==> config.mk <==
export PLATFORM = sky130hd
export DESIGN_NAME = instr_encoder
export DESIGN_NICKNAME = d
export VERILOG_FILES = /design/src/rtl/instr_encoder.sv
export SDC_FILE = /design/constraint.sdc
export NUM_CORES = 1
export LEC_CHECK = 0
export ABC_AREA = 1
export ABC_CLOCK_PERIOD_IN_PS = 3800
export CAP_MARGIN = 5
export CORE_AREA = 2 2 105 107
export DETAILED_ROUTE_END_ITERATION = 10
export DIE_AREA = 0 0 107 109
export PLACE_DENSITY = 0.76
export SLEW_MARGIN = 20
export SYNTH_ARGS = -nofsm -noshare
export SYNTH_HDL_FRONTEND = slang
export SYNTH_SLANG_ARGS = --single-unit
export TNS_END_PERCENT = 20
==> constraint.sdc <==
create_clock -name clk -period 3.8 [get_ports clk]
set_clock_uncertainty 0.15 [all_clocks]
set_input_delay 0.57 -clock clk [delete_from_list [all_inputs] [get_ports clk]]
set_output_delay 0.57 -clock clk [all_outputs]
set_load 0.03 [all_outputs]
==> src/rtl/instr_encoder.sv <==
// instr_encoder
//   Turns an instruction id plus operand fields into a 32-bit RV64IM word.
//   Each request is legality-checked and encoded combinationally. Legal words
//   go into a DEPTH-entry FIFO. Illegal requests complete the handshake but are
//   dropped, and they are reported through err_illegal/err_count.
//
// Ports
//   clk, rst        clock, synchronous active-high reset
//   in_valid/ready  request handshake (in_ready = occupancy < DEPTH)
//   in_instr_id     7-bit instruction code (table below)
//   in_rd/rs1/rs2   register fields (rs1 carries zimm for csrr*i)
//   in_imm          sign-extended immediate; CSR address in [11:0]; shamt in [5:0]
//   out_valid/ready FIFO head handshake
//   out_instr       word at FIFO head (0 when empty)
//   err_illegal     one-cycle pulse after an illegal request was accepted
//   err_count       saturating count of illegal requests
module instr_encoder #(
    parameter int DEPTH = 2,
    parameter int CNT_W = 8
) (
    input  logic             clk,
    input  logic             rst,
    input  logic             in_valid,
    output logic             in_ready,
    input  logic [6:0]       in_instr_id,
    input  logic [4:0]       in_rd,
    input  logic [4:0]       in_rs1,
    input  logic [4:0]       in_rs2,
    input  logic [31:0]      in_imm,
    output logic             out_valid,
    input  logic             out_ready,
    output logic [31:0]      out_instr,
    output logic             err_illegal,
    output logic [CNT_W-1:0] err_count
);

    localparam int AW = (DEPTH > 1) ? $clog2(DEPTH) : 1;
    localparam logic [AW:0] FULL = (AW + 1)'(DEPTH);

    // Instruction ids, matching the decoder's code table.
    localparam logic [6:0] I_INVALID = 7'd0,
        I_LUI = 7'd1, I_AUIPC = 7'd2, I_JAL = 7'd3, I_JALR = 7'd4,
        I_BEQ = 7'd5, I_BNE = 7'd6, I_BLT = 7'd7, I_BGE = 7'd8, I_BLTU = 7'd9, I_BGEU = 7'd10,
        I_LB = 7'd11, I_LH = 7'd12, I_LW = 7'd13, I_LD = 7'd14, I_LBU = 7'd15, I_LHU = 7'd16,
        I_LWU = 7'd17,
        I_SB = 7'd18, I_SH = 7'd19, I_SW = 7'd20, I_SD = 7'd21,
        I_ADDI = 7'd22, I_SLTI = 7'd23, I_SLTIU = 7'd24, I_XORI = 7'd25, I_ORI = 7'd26,
        I_ANDI = 7'd27, I_SLLI = 7'd28, I_SRLI = 7'd29, I_SRAI = 7'd30,
        I_ADD = 7'd31, I_SUB = 7'd32, I_SLL = 7'd33, I_SLT = 7'd34, I_SLTU = 7'd35,
        I_XOR = 7'd36, I_SRL = 7'd37, I_SRA = 7'd38, I_OR = 7'd39, I_AND = 7'd40,
        I_ADDIW = 7'd41, I_SLLIW = 7'd42, I_SRLIW = 7'd43, I_SRAIW = 7'd44,
        I_ADDW = 7'd45, I_SUBW = 7'd46, I_SLLW = 7'd47, I_SRLW = 7'd48, I_SRAW = 7'd49,
        I_MUL = 7'd50, I_MULH = 7'd51, I_MULHSU = 7'd52, I_MULHU = 7'd53,
        I_DIV = 7'd54, I_DIVU = 7'd55, I_REM = 7'd56, I_REMU = 7'd57,
        I_MULW = 7'd58, I_DIVW = 7'd59, I_DIVUW = 7'd60, I_REMW = 7'd61, I_REMUW = 7'd62,
        I_FENCE = 7'd63, I_ECALL = 7'd64, I_EBREAK = 7'd65,
        I_CSRRW = 7'd66, I_CSRRS = 7'd67, I_CSRRC = 7'd68,
        I_CSRRWI = 7'd69, I_CSRRSI = 7'd70, I_CSRRCI = 7'd71,
        I_BUBBLE = 7'd72;

    localparam logic [6:0] OPC_LUI = 7'b0110111, OPC_AUIPC = 7'b0010111,
        OPC_JAL = 7'b1101111, OPC_JALR = 7'b1100111, OPC_BRANCH = 7'b1100011,
        OPC_LOAD = 7'b0000011, OPC_STORE = 7'b0100011, OPC_OPIMM = 7'b0010011,
        OPC_OP = 7'b0110011, OPC_OPIMM32 = 7'b0011011, OPC_OP32 = 7'b0111011,
        OPC_FENCE = 7'b0001111, OPC_SYSTEM = 7'b1110011;

    localparam logic [6:0] F7_ALT = 7'b0100000, F7_MUL = 7'b0000001;

    typedef enum logic [3:0] {
        FMT_BAD, FMT_R, FMT_I, FMT_SH, FMT_SHW, FMT_S, FMT_B, FMT_U, FMT_J, FMT_FIX
    } fmt_t;

    function automatic logic [CNT_W-1:0] sat_inc(input logic [CNT_W-1:0] v);
        return (&v) ? v : v + {{(CNT_W-1){1'b0}}, 1'b1};
    endfunction

    // ---- stage p0: combinational decode, legality and encode ----
    fmt_t               fmt_p0;
    logic [6:0]         opc_p0;
    logic [2:0]         f3_p0;
    logic [6:0]         f7_p0;
    logic [31:0]        fix_p0;
    logic               legal_p0;
    logic [31:0]        word_p0;
    logic signed [31:0] imm_s;
    logic               i_ok, b_ok, j_ok;

    assign imm_s = in_imm;
    assign i_ok  = (imm_s >= -32'sd2048) && (imm_s <= 32'sd2047);
    assign b_ok  = (imm_s >= -32'sd4096) && (imm_s <= 32'sd4094) && !in_imm[0];
    assign j_ok  = (imm_s >= -32'sd1048576) && (imm_s <= 32'sd1048574) && !in_imm[0];

    always_comb begin
        fmt_p0 = FMT_BAD;
        opc_p0 = 7'd0;
        f3_p0  = 3'd0;
        f7_p0  = 7'd0;
        fix_p0 = 32'd0;
        case (in_instr_id)
            I_LUI:    begin fmt_p0 = FMT_U; opc_p0 = OPC_LUI; end
            I_AUIPC:  begin fmt_p0 = FMT_U; opc_p0 = OPC_AUIPC; end
            I_JAL:    begin fmt_p0 = FMT_J; opc_p0 = OPC_JAL; end
            I_JALR:   begin fmt_p0 = FMT_I; opc_p0 = OPC_JALR; end
            I_BEQ:    begin fmt_p0 = FMT_B; opc_p0 = OPC_BRANCH; f3_p0 = 3'd0; end
            I_BNE:    begin fmt_p0 = FMT_B; opc_p0 = OPC_BRANCH; f3_p0 = 3'd1; end
            I_BLT:    begin fmt_p0 = FMT_B; opc_p0 = OPC_BRANCH; f3_p0 = 3'd4; end
            I_BGE:    begin fmt_p0 = FMT_B; opc_p0 = OPC_BRANCH; f3_p0 = 3'd5; end
            I_BLTU:   begin fmt_p0 = FMT_B; opc_p0 = OPC_BRANCH; f3_p0 = 3'd6; end
            I_BGEU:   begin fmt_p0 = FMT_B; opc_p0 = OPC_BRANCH; f3_p0 = 3'd7; end
            I_LB:     begin fmt_p0 = FMT_I; opc_p0 = OPC_LOAD; f3_p0 = 3'd0; end
            I_LH:     begin fmt_p0 = FMT_I; opc_p0 = OPC_LOAD; f3_p0 = 3'd1; end
            I_LW:     begin fmt_p0 = FMT_I; opc_p0 = OPC_LOAD; f3_p0 = 3'd2; end
            I_LD:     begin fmt_p0 = FMT_I; opc_p0 = OPC_LOAD; f3_p0 = 3'd3; end
            I_LBU:    begin fmt_p0 = FMT_I; opc_p0 = OPC_LOAD; f3_p0 = 3'd4; end
            I_LHU:    begin fmt_p0 = FMT_I; opc_p0 = OPC_LOAD; f3_p0 = 3'd5; end
            I_LWU:    begin fmt_p0 = FMT_I; opc_p0 = OPC_LOAD; f3_p0 = 3'd6; end
            I_SB:     begin fmt_p0 = FMT_S; opc_p0 = OPC_STORE; f3_p0 = 3'd0; end
            I_SH:     begin fmt_p0 = FMT_S; opc_p0 = OPC_STORE; f3_p0 = 3'd1; end
            I_SW:     begin fmt_p0 = FMT_S; opc_p0 = OPC_STORE; f3_p0 = 3'd2; end
            I_SD:     begin fmt_p0 = FMT_S; opc_p0 = OPC_STORE; f3_p0 = 3'd3; end
            I_ADDI:   begin fmt_p0 = FMT_I; opc_p0 = OPC_OPIMM; f3_p0 = 3'd0; end
            I_SLTI:   begin fmt_p0 = FMT_I; opc_p0 = OPC_OPIMM; f3_p0 = 3'd2; end
            I_SLTIU:  begin fmt_p0 = FMT_I; opc_p0 = OPC_OPIMM; f3_p0 = 3'd3; end
            I_XORI:   begin fmt_p0 = FMT_I; opc_p0 = OPC_OPIMM; f3_p0 = 3'd4; end
            I_ORI:    begin fmt_p0 = FMT_I; opc_p0 = OPC_OPIMM; f3_p0 = 3'd6; end
            I_ANDI:   begin fmt_p0 = FMT_I; opc_p0 = OPC_OPIMM; f3_p0 = 3'd7; end
            I_SLLI:   begin fmt_p0 = FMT_SH; opc_p0 = OPC_OPIMM; f3_p0 = 3'd1; end
            I_SRLI:   begin fmt_p0 = FMT_SH; opc_p0 = OPC_OPIMM; f3_p0 = 3'd5; end
            I_SRAI:   begin fmt_p0 = FMT_SH; opc_p0 = OPC_OPIMM; f3_p0 = 3'd5; f7_p0 = F7_ALT; end
            I_ADD:    begin fmt_p0 = FMT_R; opc_p0 = OPC_OP; f3_p0 = 3'd0; end
            I_SUB:    begin fmt_p0 = FMT_R; opc_p0 = OPC_OP; f3_p0 = 3'd0; f7_p0 = F7_ALT; end
            I_SLL:    begin fmt_p0 = FMT_R; opc_p0 = OPC_OP; f3_p0 = 3'd1; end
            I_SLT:    begin fmt_p0 = FMT_R; opc_p0 = OPC_OP; f3_p0 = 3'd2; end
            I_SLTU:   begin fmt_p0 = FMT_R; opc_p0 = OPC_OP; f3_p0 = 3'd3; end
            I_XOR:    begin fmt_p0 = FMT_R; opc_p0 = OPC_OP; f3_p0 = 3'd4; end
            I_SRL:    begin fmt_p0 = FMT_R; opc_p0 = OPC_OP; f3_p0 = 3'd5; end
            I_SRA:    begin fmt_p0 = FMT_R; opc_p0 = OPC_OP; f3_p0 = 3'd5; f7_p0 = F7_ALT; end
            I_OR:     begin fmt_p0 = FMT_R; opc_p0 = OPC_OP; f3_p0 = 3'd6; end
            I_AND:    begin fmt_p0 = FMT_R; opc_p0 = OPC_OP; f3_p0 = 3'd7; end
            I_ADDIW:  begin fmt_p0 = FMT_I; opc_p0 = OPC_OPIMM32; f3_p0 = 3'd0; end
            I_SLLIW:  begin fmt_p0 = FMT_SHW; opc_p0 = OPC_OPIMM32; f3_p0 = 3'd1; end
            I_SRLIW:  begin fmt_p0 = FMT_SHW; opc_p0 = OPC_OPIMM32; f3_p0 = 3'd5; end
            I_SRAIW:  begin fmt_p0 = FMT_SHW; opc_p0 = OPC_OPIMM32; f3_p0 = 3'd5; f7_p0 = F7_ALT; end
            I_ADDW:   begin fmt_p0 = FMT_R; opc_p0 = OPC_OP32; f3_p0 = 3'd0; end
            I_SUBW:   begin fmt_p0 = FMT_R; opc_p0 = OPC_OP32; f3_p0 = 3'd0; f7_p0 = F7_ALT; end
            I_SLLW:   begin fmt_p0 = FMT_R; opc_p0 = OPC_OP32; f3_p0 = 3'd1; end
            I_SRLW:   begin fmt_p0 = FMT_R; opc_p0 = OPC_OP32; f3_p0 = 3'd5; end
            I_SRAW:   begin fmt_p0 = FMT_R; opc_p0 = OPC_OP32; f3_p0 = 3'd5; f7_p0 = F7_ALT; end
            I_MUL:    begin fmt_p0 = FMT_R; opc_p0 = OPC_OP; f3_p0 = 3'd0; f7_p0 = F7_MUL; end
            I_MULH:   begin fmt_p0 = FMT_R; opc_p0 = OPC_OP; f3_p0 = 3'd1; f7_p0 = F7_MUL; end
            I_MULHSU: begin fmt_p0 = FMT_R; opc_p0 = OPC_OP; f3_p0 = 3'd2; f7_p0 = F7_MUL; end
            I_MULHU:  begin fmt_p0 = FMT_R; opc_p0 = OPC_OP; f3_p0 = 3'd3; f7_p0 = F7_MUL; end
            I_DIV:    begin fmt_p0 = FMT_R; opc_p0 = OPC_OP; f3_p0 = 3'd4; f7_p0 = F7_MUL; end
            I_DIVU:   begin fmt_p0 = FMT_R; opc_p0 = OPC_OP; f3_p0 = 3'd5; f7_p0 = F7_MUL; end
            I_REM:    begin fmt_p0 = FMT_R; opc_p0 = OPC_OP; f3_p0 = 3'd6; f7_p0 = F7_MUL; end
            I_REMU:   begin fmt_p0 = FMT_R; opc_p0 = OPC_OP; f3_p0 = 3'd7; f7_p0 = F7_MUL; end
            I_MULW:   begin fmt_p0 = FMT_R; opc_p0 = OPC_OP32; f3_p0 = 3'd0; f7_p0 = F7_MUL; end
            I_DIVW:   begin fmt_p0 = FMT_R; opc_p0 = OPC_OP32; f3_p0 = 3'd4; f7_p0 = F7_MUL; end
            I_DIVUW:  begin fmt_p0 = FMT_R; opc_p0 = OPC_OP32; f3_p0 = 3'd5; f7_p0 = F7_MUL; end
            I_REMW:   begin fmt_p0 = FMT_R; opc_p0 = OPC_OP32; f3_p0 = 3'd6; f7_p0 = F7_MUL; end
            I_REMUW:  begin fmt_p0 = FMT_R; opc_p0 = OPC_OP32; f3_p0 = 3'd7; f7_p0 = F7_MUL; end
            I_FENCE:  begin fmt_p0 = FMT_I; opc_p0 = OPC_FENCE; f3_p0 = 3'd0; end
            I_ECALL:  begin fmt_p0 = FMT_FIX; fix_p0 = 32'h0000_0073; end
            I_EBREAK: begin fmt_p0 = FMT_FIX; fix_p0 = 32'h0010_0073; end
            // CSR ops share the I layout; the CSR address is not range-checked
            // as a signed immediate, so they use FMT_R-style unconditional
            // legality and are handled in the encoder below by opcode.
            I_CSRRW:  begin fmt_p0 = FMT_I; opc_p0 = OPC_SYSTEM; f3_p0 = 3'd1; end
            I_CSRRS:  begin fmt_p0 = FMT_I; opc_p0 = OPC_SYSTEM; f3_p0 = 3'd2; end
            I_CSRRC:  begin fmt_p0 = FMT_I; opc_p0 = OPC_SYSTEM; f3_p0 = 3'd3; end
            I_CSRRWI: begin fmt_p0 = FMT_I; opc_p0 = OPC_SYSTEM; f3_p0 = 3'd5; end
            I_CSRRSI: begin fmt_p0 = FMT_I; opc_p0 = OPC_SYSTEM; f3_p0 = 3'd6; end
            I_CSRRCI: begin fmt_p0 = FMT_I; opc_p0 = OPC_SYSTEM; f3_p0 = 3'd7; end
            I_BUBBLE: begin fmt_p0 = FMT_FIX; fix_p0 = 32'h0000_0000; end
            default:  fmt_p0 = FMT_BAD;
        endcase
    end

    always_comb begin
        legal_p0 = 1'b0;
        word_p0  = 32'd0;
        case (fmt_p0)
            FMT_R: begin
                legal_p0 = 1'b1;
                word_p0  = {f7_p0, in_rs2, in_rs1, f3_p0, in_rd, opc_p0};
            end
            FMT_I: begin
                legal_p0 = (opc_p0 == OPC_SYSTEM) ? 1'b1 : i_ok;
                word_p0  = {in_imm[11:0], in_rs1, f3_p0, in_rd, opc_p0};
            end
            FMT_SH: begin
                legal_p0 = (in_imm <= 32'd63);
                word_p0  = {f7_p0[6:1], in_imm[5:0], in_rs1, f3_p0, in_rd, opc_p0};
            end
            FMT_SHW: begin
                // imm <= 31 guarantees imm[5]=0, so the 6-bit shamt layout holds.
                legal_p0 = (in_imm <= 32'd31);
                word_p0  = {f7_p0[6:1], in_imm[5:0], in_rs1, f3_p0, in_rd, opc_p0};
            end
            FMT_S: begin
                legal_p0 = i_ok;
                word_p0  = {in_imm[11:5], in_rs2, in_rs1, f3_p0, in_imm[4:0], opc_p0};
            end
            FMT_B: begin
                legal_p0 = b_ok;
                word_p0  = {in_imm[12], in_imm[10:5], in_rs2, in_rs1, f3_p0,
                            in_imm[4:1], in_imm[11], opc_p0};
            end
            FMT_U: begin
                legal_p0 = (in_imm[11:0] == 12'd0);
                word_p0  = {in_imm[31:12], in_rd, opc_p0};
            end
            FMT_J: begin
                legal_p0 = j_ok;
                word_p0  = {in_imm[20], in_imm[10:1], in_imm[11], in_imm[19:12], in_rd, opc_p0};
            end
            FMT_FIX: begin
                legal_p0 = 1'b1;
                word_p0  = fix_p0;
            end
            default: begin
                legal_p0 = 1'b0;
                word_p0  = 32'd0;
            end
        endcase
    end

    // ---- stage p1: output FIFO and error reporting ----
    logic [31:0]   mem [DEPTH];
    logic [AW-1:0] head, tail;
    logic [AW:0]   count;
    logic          accept, push, pop;

    assign in_ready  = (count < FULL);
    assign out_valid = (count != '0);
    assign accept    = in_valid && in_ready;
    assign push      = accept && legal_p0;
    assign pop       = out_valid && out_ready;
    // Gate the head word so an empty FIFO reads as zero without resetting storage.
    assign out_instr = out_valid ? mem[head] : 32'd0;

    always_ff @(posedge clk) begin
        if (rst) begin
            head        <= '0;
            tail        <= '0;
            count       <= '0;
            err_illegal <= 1'b0;
            err_count   <= '0;
        end else begin
            if (push) tail <= tail + 1'b1;
            if (pop)  head <= head + 1'b1;
            case ({push, pop})
                2'b10:   count <= count + 1'b1;
                2'b01:   count <= count - 1'b1;
                default: count <= count;
            endcase
            err_illegal <= accept && !legal_p0;
            if (accept && !legal_p0) err_count <= sat_inc(err_count);
        end
    end

    always_ff @(posedge clk) begin
        if (push) mem[tail] <= word_p0;
    end

endmodule
### Word level (Yosys, flattened, before mapping)

Memory sizes are Yosys's and may differ from the RTL's. A register that Yosys moved wholly into a read port is not among the register bits.
Index checks and enable logic that the tools add are counted.

* $add $sub $neg: 5
* order comparisons: 9
* equality and inequality tests: 84
* muxes and demuxes: 14
* bitwise operators: 1
* reduce and logical (&&, ||, !) cells: 41

Operators by type and width (count)
* case mux 32 bit (8 select lines): 1
* equality test 7 x 6 -> 1 bit, second input constant: 32
* equality test 7 x 5 -> 1 bit, second input constant: 16
* case mux 7 bit (13 select lines): 1
* equality test 7 bit, second input constant: 10
* equality test 7 x 4 -> 1 bit, second input constant: 8
* case mux 21 bit (2 select lines): 1
* OR reduction 6 bit: 7
* case mux 4 bit (9 select lines): 1
* >= comparator 32 x 12 -> 1 bit, second input constant: 1
* >= comparator 32 x 13 -> 1 bit, second input constant: 1
* >= comparator 32 x 21 -> 1 bit, second input constant: 1
* <= comparator 32 x 12 -> 1 bit, second input constant: 1
* <= comparator 32 x 13 -> 1 bit, second input constant: 1
* <= comparator 32 x 21 -> 1 bit, second input constant: 1
* <= comparator 32 x 5 -> 1 bit, second input constant: 1
* <= comparator 32 x 6 -> 1 bit, second input constant: 1
* two-way mux 32 bit: 1
* equality test 7 x 3 -> 1 bit, second input constant: 4
* OR reduction 28 bit: 1
* OR reduction 13 bit: 2
* OR reduction 22 bit: 1
* case mux 3 bit (7 select lines): 1
* OR reduction 18 bit: 1
* 30 further kinds: 58

* bits in registers: 13
* memory bits (writable): 64
* output and inout port bits: 43
* memories: 1

Memory list
* mem: depth 2, width 32, read ports 1, clocked after Yosys merged registers in 1, wr ports 1, RTL line 229 `logic [31:0] mem [DEPTH];`

### Longest topological paths before layout

Gate-level depths: netlist of the first run.

* word-level depth: 9
* gate-level depth with buffers: 18

### Worst setup path before layout of the first run

Ideal clock, no wire load.

* kind: input port to flip-flop
* start: in in_instr_id[1]
* end: mem mem[1][10] (enable)
* data arrival time: 3.053 ns
* required time: 3.230 ns
* setup slack: 0.177 ns
* cell stages on the path: 11
* cell sequence: buf_6 -> nor2_1 -> nand2_1 -> a21oi_1 -> nor2_1 -> nand2_1 -> nand3_1 -> nor2b_1 -> nand3_2 -> nand2_1 -> nor2_1

* longest elaborated chain between the ends: 9

RTL lines
* start: declaration: RTL line 25 `input logic [6:0] in_instr_id,`
* equality test 7 x 6 -> 1 bit (tied with other cells): RTL line 99 `case (in_instr_id)`
* OR reduction 18 bit (no source line) (tied with other cells)
* case mux 7 bit (13 select lines) or case mux 4 bit (9 select lines) (tied branches): RTL line 99
* equality test 7 bit (tied with other cells): RTL line 188 `legal_p0 = (opc_p0 == OPC_SYSTEM) ? 1'b1 : i_ok;`
* two-way mux 1 bit or OR reduction 2 bit (tied branches)
* case mux 1 bit (8 select lines) (*): RTL line 182 `case (fmt_p0)`
* logical AND 1 bit (*): RTL line 237 `assign push = accept && legal_p0;`
* two-way mux 1 bit (*): RTL line 263 `if (push) mem[tail] <= word_p0;`
* two-way mux 1 bit (implied by the code) (*): RTL line 263
* end: declaration: RTL line 229

Mark *: on every way between the ends. The rest lies on a longest branch, timed or not.

### Final worst setup path of the first run

* start: in in_instr_id[6]
* end: reg count[1]

* longest elaborated chain between the ends: 9

RTL lines
* equality test 7 x 6 -> 1 bit (tied with other cells): RTL line 99
* OR reduction 18 bit (no source line) (tied with other cells)
* case mux 7 bit (13 select lines) or case mux 4 bit (9 select lines) (tied branches): RTL line 99
* equality test 7 bit (tied with other cells): RTL line 188
* two-way mux 1 bit or OR reduction 2 bit (tied branches)
* case mux 1 bit (8 select lines) (*): RTL line 182
* logical AND 1 bit (*): RTL line 237
* equality test 2 x 1 -> 1 bit or equality test 2 bit (tied branches): RTL line 252 `case ({push, pop})`
* case mux 2 bit (2 select lines) or nonzero test 2 bit (tied branches)
* end signal: assignment: RTL line 253 `2'b10: count <= count + 1'b1;`
* end signal: assignment: RTL line 254 `2'b01: count <= count - 1'b1;`
* end signal: assignment: RTL line 255 `default: count <= count;`
* end: declaration: RTL line 231 `logic [AW:0] count;`

Marked as above.
A chain may end at the register's enable or synchronous reset.

==> results.yml, run 1 <==
global_route:
  grt_max_degree: 32
  grt_pass1_vias: 4953
  grt.total_usage_pct: 28.2
  grtUsageMet2_pct: 47.0
  grt_util_met1_pct: 35.1
  grt_pass1_wl_um: 25000
  use_met3_pct: 5.14
  grt-busiest-layer: "met2"
  grt.overflow.total: 0
  grt_antenna_before_repair: 0
cells_and_area:
  final_cell_area_um2: 6380
  layout-drive-gt1-share_pct: 8.72
  multi_input_area_um2: 2360
  nNetsFinal: 869
  seq_area_um2: 2140
  num_antenna_cells: 0
  syn2layout_area_growth_pct: 30.9
  fillers: 945
timing:
  finalCritPeriodShare_pct: 87.6
  worst_pin_slew_ns: 0.916
  finalMaxSlewViolations: 0
  totalNegativeSetupSlack_ns: 0
  setup_viol_count_final: 0
  rsz0062_at_grt: "no"
  clock.fmax_mhz: 300
  fin_crit_ns: 3.33
  hold_viol: 0
  whs_ns: 0.320
  relSlewSlack_pct: 38.7
  timing.final.ws_setup_ns: 0.472
setup_path:
  arrival_ns: 3.43
  max_stage_delay_ns: 0.63
  startpoint_type: "input pin"
  path_common_cell: "nand2_1"
  crit_required_ns: 3.91
  crit_type: "input pin to register"
  cp_cell_sequence: "clkdlybuf4s50_1 > inv_2 > nand2_1 > nor2_1 > nand2_1 > nand2_1 > nor2_1 > nand2_1 > nor2_1 > nand3_1 > nor2_2 > nand3_2 > nand2_1 > ha_1 > a21oi_1 > o21ai_0 > o21ai_0 > a21oi_1"
  critical_path.slowest_cell: "nor2_1"
  cp_num_buf_inv: 2
  cp_max_fo: 12
  cp-end-kind: "register"
  crit_family: "simple AND/OR/NAND/NOR gates"
cts:
  numCtsBuffers: 9
  cts_tree: "done"
  cts_resized: 0
  ctsHoldBuffers: 0
  htree_levels: 3
  cts_root_buf: "clkbuf_8"
  clk_latency_ns: 0.37
  path_clk_slew_ns: 0.09
  cts.path.max_buffers: 2
  postCtsSetupBuffers: 0
  cts_sinks: 76
yosys:
  synth_fp_nets: 749
  ys_warn_count: 0
  netlist_instances: 689
  synth.distinct_cells: 38
  syn_avg_cell_area_um2: 7.07
  synth_top_family_by_area: "simple AND/OR/NAND/NOR gates"
  yosysSeqAreaShare_pct: 44.0
  syn_area_um2: 4870
  synth_compound_area_share_pct: 13.0
  synth_fa_ha_area_share_pct: 0.513
  synth_most_common_cell: "nand2_1"
  ys_seq_elements: 76
  synth_mux_area_share_pct: 0
  yosys.area.top_type: "edfxtp_1"
  synthTopCellsByCount: "nand2_1, nor2_1, inv_1"
  synth.top_cell.area_share_pct: 38.2
  synth_xor_area_share_pct: 0.359
  synth-simple-area-share_pct: 34.5
  async_reset_ff_share_pct: 0
  synth_edf_count: 62
  netlist_top_cells_area: "edfxtp_1, nand2_1, nor2_1"
  synth_ff_type: "edfxtp_1"
floorplan:
  design.die.area_um2: 11700
  die_h_um: 109
  die_w_um: 107
  fp.coreArea_um2: 10600
  rows: 38
  io-pin-count: 101
  initial_core_util_pct: 46.0
power:
  seqPwrFrac_pct: 38.8
  combPwrFrac_pct: 38.4
  p_clk_share_pct: 22.8
  swShare_pct: 38.6
  net-switching-power_w: 0.000984
  p_leak_nw: 2.70
  irDropWorstVdd_v: 0.000376
  p_int_w: 0.00156
  power.density_nw_per_um2: 399
worst_hold_path:
  hold_path_class: "register to register"
routing:
  first_iter_violations: 481
  drt-pass1-iter-count: 5
  drc: 0
  routed_wl_um: 16400
  wl_per_cell_um: 17.2
  vias: 5298
  antenna_left: 0
  vias_per_cell: 5.55
run:
  drv_cap: 0
place:
  place_ws_ns: 0.105
  hpwlAfterDp_um: 12600
  portBuffers: 100
  dpl-instance-area_um2: 6200
  place.gp.congestion: 1.05
outcome:
  outcome: "finished clean"
[worst paths after layout]
kind                       start           end  slack (ns)  depth (start not counted)
setup reg to reg    err_count[0]  err_count[7]        1.86                         10
setup / recovery  in_instr_id[6]      count[1]        0.47                         18
hold / removal              head          head        0.32                          1
hold reg to reg             head          head        0.32                          1
[power by group through the flow]
stage               combinational [W]  clock, W  sequential (W)
finish                       0.000979  0.000581        0.000987
global route                  0.00105  0.000625        0.000992
CTS                          0.000974  0.000591        0.000987
detailed placement           0.000970         0         0.00101
global placement             0.000960         0         0.00100
floorplan                    0.000540         0         0.00101
[kinds of logic (layout without fill, tap and decap cells)]
| logic type | after synthesis | in the layout |
|---|---|---|
| XOR/XNOR | 2 | 2 |
| flip-flops | 76 | 76 |
| buffers and inverters | 94 | 219 |
| AND/OR/NAND/NOR | 403 | 403 |
| AO/OA/AOI/OAI | 112 | 112 |
| adder cells (fa/ha/maj) | 2 | 2 |
[flip-flops by register name, indices dropped and copies added (netlist names), named ones only]
name,count
err_illegal,1
count,2
err_count,8
mem,62
tail,1
head,1
[per-layer routing]
metal	part of all wire [%]	vias up
li1	-	2537
met1	41	2405
met4	4.7	0
met3	8.4	58
met2	46	298
met5	0	-
[placed cells by master (no fill, tap or decap), types with 5 or more instances in the layout]
cell	count
buf_4	26
dfxtp_1	14
o22ai_1	8
nor3_1	8
nor2_1	110
nand3_1	29
edfxtp_1	62
nand2_1	213
a21oi_1	49
nor2_2	7
inv_1	67
clkdlybuf4s50_1	100
a22oi_1	5
inv_2	8
clkbuf_8	9
o21ai_0	34
nand4_1	16
nand2_2	6
[area by class of cell]
type	count	area share [%]
clock buffer	9	1.94
multi-input combinational	519	37.0
sequential	76	33.6
timing repair buffer	128	19.4
tap	140	2.75
clock inverter	7	0.902
inverter	75	4.41
[metrics by stage]
| step | power (W) | cells | util [%] |
|---|---|---|---|
| 2_1_floorplan | 0.00155 | 689 | - |
| 3_3_place_gp | 0.00196 | 938 | 58.4 |
| 3_5_place_dp | 0.00198 | 938 | 58.4 |
| 4_1_cts | 0.00255 | 954 | 60.2 |
| 5_1_grt | 0.00266 | 954 | 60.2 |
| 6_report | 0.00255 | 954 | 60.2 |
(Power assumes the default switching activity.)
==> run 2, diff against run 1 <==
Settings changed: CAP_MARGIN 5 to 10.
==> results of run 2 <==
The final DEF is identical to that of run 1; final timing and power are the same.
==> run 3, diff against run 2 <==
Settings changed: ABC_CLOCK_PERIOD_IN_PS 3800 to 3050.
Clock period 3.8 ns to 3.05 ns, I/O delays scaled along.
==> results.yml, run 3 (synthesis gave the netlist of run 1 again) <==
cells_and_area:
  final_cell_area_um2: 7330
  nNetsFinal: 981
  final_util_pct: 69.1
  largest_register_ffs: 62
  num_antenna_cells: 0
  layout-drive-gt1-share_pct: 21.5
  regMostFlops: "mem"
  syn2layout_area_growth_pct: 50.4
  final_common_cell: "nand2_1"
  final_cell_mix: "nand2_1, buf_4, nor2_1, clkdlybuf4s50_1, inv_1"
  fillers: 877
  top_regs: "mem x62, err_count x8, count x2"
  instances_no_fill: 1066
global_route:
  grt.overflow.total: 0
  grt.total_usage_pct: 30.8
  use_met3_pct: 3.77
  grt-busiest-layer: "met2"
  grt_max_degree: 32
  grt_pass1_vias: 5457
  grt_pass1_wl_um: 27400
  grt_util_met1_pct: 38.6
  grt_antenna_before_repair: 0
  grtUsageMet2_pct: 53.2
place:
  hpwlAfterDp_um: 14300
  dp.cells: 1046
  dpl-instance-area_um2: 7020
  place.gp.congestion: 1.03
  portBuffers: 100
  place_ws_ns: -0.643
setup_path:
  critical_path.slowest_cell: "clkdlybuf4s50_1"
  startpoint_type: "register"
  crit_required_ns: 2.44
  cp_max_fo: 31
  cp-end-kind: "output pin"
  cp_num_buf_inv: 3
  crit_type: "register to output pin"
  crit_family: "buffers and inverters"
  max_stage_delay_ns: 0.72
  arrival_ns: 2.25
  cp_cell_sequence: "inv_1 > buf_4 > nand2_1 > a21oi_1 > clkdlybuf4s50_1"
cts:
  cts_tree: "done"
  cts_sinks: 76
  clk_latency_ns: 0.37
  numCtsBuffers: 9
  path_clk_slew_ns: 0.10
  cts_root_buf: "clkbuf_8"
  ctsHoldBuffers: 0
  cts.path.max_buffers: 2
  htree_levels: 3
timing:
  relSlewSlack_pct: 61.6
  timing.final.ws_setup_ns: 0.192
  fin_crit_ns: 2.86
  setup_viol_count_final: 0
  clock.fmax_mhz: 350
  hold_viol: 0
  finalMaxSlewViolations: 0
  finalCritPeriodShare_pct: 93.7
  worst_pin_slew_ns: 0.562
power:
  p_leak_nw: 3.32
  power.density_nw_per_um2: 456
  irDropWorstVdd_v: 0.000325
floorplan:
  io-pin-count: 101
  design.die.area_um2: 11700
  die_h_um: 109
  fp.coreArea_um2: 10600
  rows: 38
  die_w_um: 107
  initial_core_util_pct: 46.0
outcome:
  outcome: "finished clean"
run:
  drv_cap: 0
worst_hold_path:
  hold_path_class: "register to register"
routing:
  antenna_left: 0
  drt-pass1-iter-count: 5
  vias: 5733
  first_iter_violations: 495
  routed_wl_um: 18100
  wl_per_cell_um: 17.0
  drc: 0
  vias_per_cell: 5.38
[run 3: final timing paths]
path	startpoint	to	slack [ns]	cells after the start
worst min register to register	head	register	0.30	1
worst max register to register	count[0]	count[1]	0.82	10
worst min-delay path	head	register	0.30	1
worst max-delay path	register	out_instr[9]	0.19	5
[run 3: layer usage]
layer / part of all wire (%) / wire, µm
met5: 0 / 0
met4: 4.7 / 846
met3: 6.4 / 1160
met2: 48 / 8750
met1: 41 / 7380
[run 3: area by class of cell]
class	instances	area [µm²]	area share, %
clock buffers	10	149	2.03
clock inverters	6	50.0	0.683
well taps	140	175	2.39
flip-flops and latches	76	2140	29.2
multi-input cells	520	2430	33.2
inverters	75	282	3.84
repair buffers	239	2100	28.6
[run 3: through the flow]
stage,power (W),hold slack (ns),setup TNS [ns]
finish,0.00334,0.305,0
global route,0.00348,0.340,-0.00951
CTS,0.00333,0.320,0
global placement,0.00253,0.287,-49.30
detailed placement,0.00256,0.312,-47.57
floorplan,0.00194,0.275,-13.76
[run 3: where the power goes]
part,switching [W],internal (W)
Clock,0.000415,0.000359
Combinational,0.000800,0.000527
Sequential,0.0000394,0.00120
[run 3: repair_timing]
item	in CTS	in global routing
buffers inserted	0	3
resized for setup	4	25
pin swaps	0	7
endpoints found under the setup margin	65	76
gates cloned	0	1
